### src/rtl/alu_stream_pkg.sv
// Shared types and helpers for the ALU stream path.
// Command word layout, FSM states and the golden ALU result function.
package alu_stream_pkg;

  typedef enum logic [1:0] {
    OP_ADD = 2'd0,
    OP_SUB = 2'd1,
    OP_MUL = 2'd2,
    OP_XOR = 2'd3
  } alu_op_e;

  typedef enum logic [1:0] {
    ST_IDLE  = 2'd0,
    ST_RUN   = 2'd1,
    ST_DRAIN = 2'd2,
    ST_DONE  = 2'd3
  } tg_state_e;

  localparam int CMD_W   = 10;
  localparam int RES_W   = 10;
  localparam int OP1_LSB = 0;
  localparam int OP1_W   = 4;
  localparam int OP2_LSB = 4;
  localparam int OP2_W   = 4;
  localparam int OPC_LSB = 8;
  localparam int OPC_W   = 2;

  function automatic logic [RES_W-1:0] alu_expected(
    input logic [CMD_W-1:0] cmd
  );
    logic [RES_W-1:0] a;
    logic [RES_W-1:0] b;
    alu_op_e          op;
    a  = {6'd0, cmd[OP1_LSB +: OP1_W]};
    b  = {6'd0, cmd[OP2_LSB +: OP2_W]};
    op = alu_op_e'(cmd[OPC_LSB +: OPC_W]);
    alu_expected = '0;
    unique case (op)
      OP_ADD: alu_expected = a + b;
      OP_SUB: alu_expected = a - b;
      OP_MUL: alu_expected = a * b;
      OP_XOR: alu_expected = a ^ b;
      default: alu_expected = '0;
    endcase
  endfunction

endpackage

### src/rtl/alu_exp_fifo.sv
// In-order queue of expected results with registered full/empty flags.
// Simultaneous push and pop leave occupancy unchanged.
module alu_exp_fifo #(
  parameter int W     = 10,
  parameter int DEPTH = 8
) (
  input  logic         clk,
  input  logic         rst_n,
  input  logic         clr_i,
  input  logic         push_i,
  input  logic [W-1:0] din_i,
  input  logic         pop_i,
  output logic [W-1:0] dout_o,
  output logic         full_o,
  output logic         empty_o
);

  localparam int AW = $clog2(DEPTH);
  localparam logic [AW:0] DEPTH_C = (AW+1)'(DEPTH);

  logic [W-1:0]  mem_q [DEPTH];
  logic [AW-1:0] wptr_q, wptr_d;
  logic [AW-1:0] rptr_q, rptr_d;
  logic [AW:0]   cnt_q, cnt_d;
  logic          full_q, full_d;
  logic          empty_q, empty_d;
  logic          do_push, do_pop;

  assign do_push = push_i && !full_q;
  assign do_pop  = pop_i && !empty_q;
  assign dout_o  = mem_q[rptr_q];
  assign full_o  = full_q;
  assign empty_o = empty_q;

  always_comb begin
    wptr_d = wptr_q;
    rptr_d = rptr_q;
    cnt_d  = cnt_q;
    if (do_push) wptr_d = wptr_q + AW'(1);
    if (do_pop)  rptr_d = rptr_q + AW'(1);
    unique case ({do_push, do_pop})
      2'b10:   cnt_d = cnt_q + (AW+1)'(1);
      2'b01:   cnt_d = cnt_q - (AW+1)'(1);
      default: cnt_d = cnt_q;
    endcase
    if (clr_i) begin
      wptr_d = '0;
      rptr_d = '0;
      cnt_d  = '0;
    end
    full_d  = (cnt_d == DEPTH_C);
    empty_d = (cnt_d == '0);
  end

  always_ff @(posedge clk or negedge rst_n) begin
    if (!rst_n) begin
      wptr_q  <= '0;
      rptr_q  <= '0;
      cnt_q   <= '0;
      full_q  <= 1'b0;
      empty_q <= 1'b1;
    end else begin
      wptr_q  <= wptr_d;
      rptr_q  <= rptr_d;
      cnt_q   <= cnt_d;
      full_q  <= full_d;
      empty_q <= empty_d;
    end
  end

  always_ff @(posedge clk) begin
    if (do_push && !clr_i) mem_q[wptr_q] <= din_i;
  end

endmodule

### src/rtl/alu_traffic_gen.sv
// LFSR-driven ALU command initiator and in-order result checker.
// Handshake outputs depend only on registered state.
module alu_traffic_gen
  import alu_stream_pkg::*;
#(
  parameter int          NUM_CMDS        = 64,
  parameter int          MAX_OUTSTANDING = 8,
  parameter logic [15:0] LFSR_SEED       = 16'hACE1,
  parameter int          TIMEOUT         = 1024
) (
  input  logic             clk,
  input  logic             reset,
  input  logic             start,
  output logic [CMD_W-1:0] wdata,
  output logic             wvalid,
  input  logic             wready,
  input  logic [RES_W-1:0] rdata,
  input  logic             rvalid,
  output logic             rready,
  output logic             busy,
  output logic             done,
  output logic             pass,
  output logic             timeout,
  output logic [7:0]       sent_count,
  output logic [7:0]       recv_count,
  output logic [7:0]       err_count
);

  localparam int TW = $clog2(TIMEOUT + 1);
  localparam logic [7:0]    NUM_C = 8'(NUM_CMDS);
  localparam logic [TW-1:0] TO_C  = TW'(TIMEOUT);

  tg_state_e        state_q, state_d;
  logic [15:0]      lfsr_q, lfsr_d;
  logic [7:0]       sent_q, sent_d;
  logic [7:0]       recv_q, recv_d;
  logic [7:0]       err_q, err_d;
  logic [TW-1:0]    tcnt_q, tcnt_d;
  logic             to_q, to_d;
  logic             active, push, pop, clr;
  logic             q_full, q_empty, mism;
  logic [RES_W-1:0] exp_new, exp_head;

  assign active = (state_q == ST_RUN) || (state_q == ST_DRAIN);
  assign wvalid = (state_q == ST_RUN) && (sent_q < NUM_C) && !q_full;
  assign rready = active && !q_empty;
  assign push   = wvalid && wready;
  assign pop    = rready && rvalid;

  // Gated so the command bus reads zero whenever nothing is offered.
  assign wdata   = wvalid ? lfsr_q[CMD_W-1:0] : '0;
  assign exp_new = alu_expected(lfsr_q[CMD_W-1:0]);
  assign mism    = (exp_head != rdata);

  assign busy       = active;
  assign done       = (state_q == ST_DONE);
  assign pass       = done && (err_q == 8'd0) && (recv_q == NUM_C) && !to_q;
  assign timeout    = to_q;
  assign sent_count = sent_q;
  assign recv_count = recv_q;
  assign err_count  = err_q;

  alu_exp_fifo #(
    .W     (RES_W),
    .DEPTH (MAX_OUTSTANDING)
  ) u_fifo (
    .clk     (clk),
    .rst_n   (reset),
    .clr_i   (clr),
    .push_i  (push),
    .din_i   (exp_new),
    .pop_i   (pop),
    .dout_o  (exp_head),
    .full_o  (q_full),
    .empty_o (q_empty)
  );

  always_comb begin
    state_d = state_q;
    lfsr_d  = lfsr_q;
    sent_d  = sent_q;
    recv_d  = recv_q;
    err_d   = err_q;
    tcnt_d  = tcnt_q;
    to_d    = to_q;
    clr     = 1'b0;
    if (push) begin
      lfsr_d = {lfsr_q[0] ^ lfsr_q[2] ^ lfsr_q[3] ^ lfsr_q[5],
                lfsr_q[15:1]};
      sent_d = sent_q + 8'd1;
    end
    if (pop) begin
      recv_d = recv_q + 8'd1;
      if (mism && (err_q != 8'hFF)) err_d = err_q + 8'd1;
    end
    unique case (state_q)
      ST_IDLE, ST_DONE: begin
        if (start) begin
          state_d = ST_RUN;
          lfsr_d  = LFSR_SEED;
          sent_d  = '0;
          recv_d  = '0;
          err_d   = '0;
          tcnt_d  = '0;
          to_d    = 1'b0;
          clr     = 1'b1;
        end
      end
      ST_RUN, ST_DRAIN: begin
        if (pop)           tcnt_d = '0;
        else if (!q_empty) tcnt_d = tcnt_q + TW'(1);
        // Abort wins over normal progress.
        if (tcnt_d == TO_C) begin
          to_d    = 1'b1;
          state_d = ST_DONE;
        end else if ((state_q == ST_RUN) && (sent_q == NUM_C)) begin
          state_d = ST_DRAIN;
        end else if ((state_q == ST_DRAIN) && q_empty) begin
          state_d = ST_DONE;
        end
      end
      default: state_d = ST_IDLE;
    endcase
  end

  always_ff @(posedge clk or negedge reset) begin
    if (!reset) begin
      state_q <= ST_IDLE;
      lfsr_q  <= LFSR_SEED;
      sent_q  <= '0;
      recv_q  <= '0;
      err_q   <= '0;
      tcnt_q  <= '0;
      to_q    <= 1'b0;
    end else begin
      state_q <= state_d;
      lfsr_q  <= lfsr_d;
      sent_q  <= sent_d;
      recv_q  <= recv_d;
      err_q   <= err_d;
      tcnt_q  <= tcnt_d;
      to_q    <= to_d;
    end
  end

endmodule

### config.mk
export PLATFORM = sky130hd
export DESIGN_NAME = alu_traffic_gen
export DESIGN_NICKNAME = d
export VERILOG_FILES = /design/src/rtl/alu_stream_pkg.sv /design/src/rtl/alu_exp_fifo.sv /design/src/rtl/alu_traffic_gen.sv
export SDC_FILE = /design/constraint.sdc
export NUM_CORES = 1
export LEC_CHECK = 0
export CAP_MARGIN = 20
export CORE_ASPECT_RATIO = 1.5
export CORE_MARGIN = 8
export CORE_UTILIZATION = 52
export CTS_CLUSTER_DIAMETER = 100
export DETAILED_ROUTE_END_ITERATION = 10
export GPL_TIMING_DRIVEN = 0
export PLACE_DENSITY = 0.72
export SLEW_MARGIN = 20
export SYNTH_ARGS = -nofsm -noshare
export SYNTH_HDL_FRONTEND = slang
export SYNTH_SLANG_ARGS = --single-unit
### constraint.sdc
create_clock -name clk -period 4.15 [get_ports clk]
set_input_delay 1.0375 -clock clk [delete_from_list [all_inputs] [get_ports clk]]
set_output_delay 1.0375 -clock clk [all_outputs]
set_load 0.02 [all_outputs]
Yosys cells after proc, flatten, opt, wreduce, memory -nomap -nowiden
Memory sizes are Yosys's and may differ from the RTL's.
Index checks and enable logic that the tools add are counted.
Storage, ports and cells
  bits in registers: 66
  bits in writable memories: 80
  input port bits: 15
  logic and storage cells: 113
  memories kept: 1
Operators by class
  add/sub/neg operators: 10
  multiply operators: 1
  order comparisons: 1
  equality and inequality tests: 17
  multiplexer cells: 38
  bitwise logic cells: 4
  reductions and logical operators: 29
Memory list
  u_fifo.mem_q: depth 8, bits a word 10, read ports 1, clocked after memory_dff 0, wr ports 1, line alu_exp_fifo.sv:21  | logic [W-1:0] mem_q [DEPTH];
Operator list (number)
  8-bit two-way mux: 10
  16-bit two-way mux: 3
  11-bit two-way mux: 4
  10-bit one-hot mux with 4 select lines: 1
  8-bit by 1-bit adder with 8-bit output, second input constant: 3
  11-bit one-hot mux with 2 select lines: 1
  8-bit by 7-bit == test with 1-bit output, second input constant: 2
  1-bit logical AND: 14
  3-bit two-way mux: 4
  11-bit by 1-bit adder with 11-bit output, second input constant: 1
  11-bit == test, second input constant: 1
  2-bit == test, second input constant: 5
  10-bit two-way mux: 1
  10-bit inequality test: 1
  8-bit logical NOT: 1
  8-bit by 7-bit < comparator with 1-bit output, second input constant: 1
  4-bit by 4-bit multiplier with 8-bit output: 1
  2-bit two-way mux: 4
  8-bit inequality test, second input constant: 1
  4-bit one-hot mux with 2 select lines: 1
  3-bit by 1-bit adder with 3-bit output, second input constant: 2
  2-bit by 1-bit == test with 1-bit output, second input constant: 3
  1-bit two-way mux: 6
  4-bit by 4-bit adder with 5-bit output: 1
  other kinds (18): 28

Logic depth before layout (Yosys ltp)
  depth after elaboration: 9
  depth in mapped cells: 14
  gate-level depth less buffers: 12

Hierarchy
From an unflattened synthesis, not the netlist that was laid out.
Unflattened totals
  cell total of the unflattened synthesis: 633
  area total of the unflattened synthesis: 7546.0 sq um
By module, submodules not included
  alu_traffic_gen: times used 1, cells each 442, area each 3842.4 sq um
  alu_exp_fifo: times used 1, cells each 191, area each 3703.6 sq um

Worst setup path before layout
OpenSTA, ideal clock, no wires.
  kind: register to register
  start: register lfsr_q[0]
  end: memory u_fifo.mem_q[0][7], data pin
  library setup time: 0.265 ns
  data arrival time: 3.067 ns
  slack: 0.818 ns
  cell stages (with the launch flop): 12
  buffers on the path: 0
  clock period less this slack: 3.332 ns
  path through: dfstp_2 nand2_1 fa_1 inv_1 fa_1 ha_1 a21o_1 a21oi_1 o21bai_1 a21oi_1 xor2_1 o21ai_0
On the way
  word-level cells in the longest chain between the ends: 2
  elaborated cells on any way between the ends: 3
  those cells by class: add/sub (1); mul (1); mux (1)
Ends and longest elaborated chain
  start, declared: line alu_traffic_gen.sv:34  | logic [15:0] lfsr_q, lfsr_d;
  start signal, assigned: line alu_traffic_gen.sv:137  | lfsr_q <= lfsr_d;
  4-bit by 4-bit multiplier with 8-bit output or 4-bit by 4-bit subtractor with 5-bit output (tied branches): line alu_stream_pkg.sv:41, alu_stream_pkg.sv:40
  10-bit one-hot mux with 4 select lines *: line alu_stream_pkg.sv:38  | unique case (op)
  via exp_new[7]: line alu_traffic_gen.sv:42  | logic [RES_W-1:0] exp_new, exp_head;
  end, declared: line alu_exp_fifo.sv:21
The timed path passes the listed nets; every way through them passes the cells marked *.

Final worst setup path
  start: register lfsr_q[0]
  end: memory u_fifo.mem_q[5][6], data pin
Same word-level chain as after synthesis.

==> impl_metrics.csv <==
group,metric,value,unit
finish,design_area,8580,um^2
floorplanning,chipHeight,160,um
critical_path,end_kind,"flop",
critical_path,cpMostUsedCell,"fa_1",
critical_path,r2r-end,"u_fifo.mem_q[5][6]",
logic_synthesis,synth_common_cells,"edfxtp_1, nand2_1, dfrtp_1",
logic_synthesis,yosys.area.top_type,"edfxtp_1",
placement,io_buffers,54,
placement,place_area,8000,um^2
logic_synthesis,synth-edff-count,72,
global_routing,grt.total_usage,0.188,
logic_synthesis,ys.flop_type,"edfxtp_1",
clocking,cts.path.max_buffers,2,
finish,fillers,1051,
finish,multi_input_comb_area,3140,um^2
drt,drt-pass1-iter-count,4,
logic_synthesis,synth.area.top_cells,"edfxtp_1, dfrtp_1, ha_1, mux4_2, nand2_1",
timing,tightestPinTransition,1.05,ns
drt,drc,0,
clocking,cts_tree,"done",
clocking,cts_made_buffers,17,
floorplanning,core.rowCount,52,
critical_path,rrSetupSlack,0.29,ns
logic_synthesis,async_reset_ff_frac,0.478,
logic_synthesis,netlist_area,7200,um^2
finish,final_core_util,0.634,
placement,dp_hpwl,11.7,mm
logic_synthesis,synth_area_per_cell,11.6,um^2
timing,rsz0062_at_grt,"no",
global_routing,antenna_found_initial,0,
critical_path,cp_slowest_cell,"o21ai_0",
clocking,cts_sinks,138,
clocking,cts_max_level,4,
placement,gp_congestion,0.831,
floorplanning,dieArea,17900,um^2
finish,diodes,0,
clocking,clkTransAtPathRegs,0.06,ns
floorplanning,core,13500,um^2
power_and_ir_drop,p_int,3.54,mW
power_and_ir_drop,power_frac_comb,0.371,
power_and_ir_drop,ir_worst_vdd,0.361,mV
timing,setup_viol,0,
drt,num_vias,4994,
power_and_ir_drop,seqPwrFrac,0.366,
clocking,clk_latency,0.41,ns
finish,syn_to_final_growth,19.1,%
critical_path,reg2regPathDepth,9,
critical_path,critical_path_class,"flop to flop",
run_status,status,"complete, no violations",
drt,routedWlPerCell,18.3,um
critical_path,cpPeakStageDelay,0.73,ns
finish,seqCellArea,3820,um^2
drt,ant_nets,0,
timing,clock_skew,0.0102,ns
critical_path,worstPathRequired,4.23,ns
hold_path,hp-class,"input pin to async pin",
critical_path,path_max_fanout,8,
timing,finalHoldViolCount,0,
critical_path,reg2reg_from,"lfsr_q[0]",
drt,wl,16.0,mm
floorplanning,io_pins,55,
logic_synthesis,syn-instance-count,622,
power_and_ir_drop,switching_share,0.359,
power_and_ir_drop,p_total,5.52,mW
critical_path,crit_path_start_kind,"flop",
logic_synthesis,ys_seq_area_frac,0.531,
logic_synthesis,yosysTopAreaCellShare,0.300,
floorplanning,dieWidth,112,um
global_routing,grt_overflow,0,
critical_path,cp.arrival,3.94,ns
global_routing,grt_max_degree,58,
global_routing,grt_pass1_wl,26.6,mm
clocking,postCtsHoldBufs,0,
finish,finalNetCount,753,
timing,fmax,0.259,GHz
timing,fin_crit_sh,0.931,
critical_path,path_cells,"nand2_1, fa_1, inv_1, fa_1, fa_1, a21o_1, a21oi_1, xor2_1, o21ai_0",
power_and_ir_drop,p_leak,3.44,nW
timing,slew_violations,0,
logic_synthesis,yosysWarnings,0,
drt,vias_per_cell,5.72,
finish,drive_above_1_share,0.103,
global_routing,grt_pass1_vias,5234,
power_and_ir_drop,powerDensity,644,nW/um^2
logic_synthesis,ys_ff_latch,138,
run,cap_violations,0,
timing,slew_headroom,0.297,
floorplanning,start_util,0.532,
logic_synthesis,synth_most_common_cell,"edfxtp_1",
power_and_ir_drop,power_switching,1.99,mW
clocking,root_buffer,"clkbuf_16",
logic_synthesis,synth_nets,677,
logic_synthesis,ys_types,59,
timing,finalCriticalPeriod,3.86,ns
power_and_ir_drop,pwr-share-clk,0.264,
drt,drt-initial-drc-count,212,
## power groups by stage
stage          clock network [mW]  registers [mW]  logic, mW
6_report                     1.46            2.02       2.05
3_3_place_gp                    0            2.03       1.97
3_5_place_dp                    0            2.05       2.05
5_1_grt                      1.54            2.05       2.27
2_1_floorplan                   0            2.02       1.39
4_1_cts                      1.48            2.02       2.07
## what timing repair did
action                                  in CTS  in global routing
endpoints found under the setup margin       0                  8
gates resized for setup                      0                  1
setup buffers                                0                  0
## layout by cell type, fill, tap and decap left out, types with 8 or more instances in the layout
| cell | count |
|---|---|
| a22o_1 | 9 |
| o31ai_1 | 8 |
| and2_1 | 19 |
| clkbuf_1 | 15 |
| dfrtp_1 | 57 |
| xnor2_1 | 16 |
| nand3_1 | 17 |
| dfstp_2 | 9 |
| nand2_1 | 69 |
| inv_1 | 31 |
| mux2i_1 | 20 |
| xor2_1 | 28 |
| nor2_1 | 50 |
| mux4_2 | 12 |
| edfxtp_1 | 72 |
| nor3_1 | 9 |
| ha_1 | 34 |
| o211ai_1 | 9 |
| o21ai_0 | 17 |
| a21oi_1 | 32 |
| clkdlybuf4s50_1 | 53 |
| clkbuf_16 | 17 |
## area by class of cell
type / instances / share of cell area
multi-input cells: 426 / 0.366
flip-flops and latches: 138 / 0.446
inverters: 32 / 0.0140
plain buffers: 26 / 0.0156
clock buffers: 17 / 0.0496
repair buffers: 57 / 0.0677
clock inverters: 15 / 0.0174
well taps: 162 / 0.0236
## critical path, delay by kind of cell, from the launching register on
kind	cells	cell delay, ns
simple gates	1	0.10
xor+xnor	1	0.12
fa+ha+maj	3	1.55
flops	1	0.60
buf+inv	1	0.06
compound gates	3	1.11
## worst max-delay path by stage
| stage | startpoint | end | slack [ns] | depth (start not counted) |
|---|---|---|---|---|
| 2_1_floorplan | lfsr_q[0] | u_fifo.mem_q[0][7] | 0.82 | 11 |
| 3_3_place_gp | state_q[1] | u_fifo.mem_q[1][7] | -0.28 | 8 |
| 3_5_place_dp | lfsr_q[0] | u_fifo.mem_q[1][7] | 0.08 | 11 |
| 4_1_cts | state_q[1] | wdata[3] | 0.0006 | 6 |
| 5_1_grt | lfsr_q[1] | u_fifo.mem_q[4][6] | 0.05 | 9 |
| 6_report | lfsr_q[0] | u_fifo.mem_q[5][6] | 0.29 | 9 |
## flip-flops by register name, summed over array words and instances (netlist names), 2 cells and up
register / flops
u_fifo.mem_q: 72
sent_count: 8
u_fifo.rptr_q: 3
err_count: 8
u_fifo.wptr_q: 3
state_q: 2
recv_count: 8
u_fifo.cnt_q: 4
tcnt_q: 11
lfsr_q: 16
## layer usage
| metal | vias to the layer above | GRT usage | wire length, um |
|---|---|---|---|
| met4 | 0 | 0.0536 | 167 |
| met2 | 100 | 0.361 | 9080 |
| met1 | 2497 | 0.197 | 6240 |
| met3 | 13 | 0.0427 | 532 |
| met5 | - | 0 | 0 |
| li1 | 2384 | - | - |
## per-stage QoR
stage                     setup TNS, ns  hold WS, ns  worst slack (ns)  std cells
after floorplan                       0        0.464             0.818        622
after global placement            -8.43        0.471            -0.275        838
after detailed placement              0        0.478            0.0794        841
after CTS                             0        0.451          0.000607        873
after global routing                  0        0.448            0.0509        873
final                                 0        0.464             0.286        873
## kinds of logic (layout without fill, tap and decap cells)
group,count (synthesis),count (layout),synth area share
buf+inv,58,147,0.0353
compound gates,99,99,0.0912
fa+ha+maj,40,40,0.0757
mux,35,35,0.0742
flops,138,138,0.531
simple gates,208,208,0.139
xor+xnor,44,44,0.0535
Note: power is estimated with default switching activity, not from simulation.
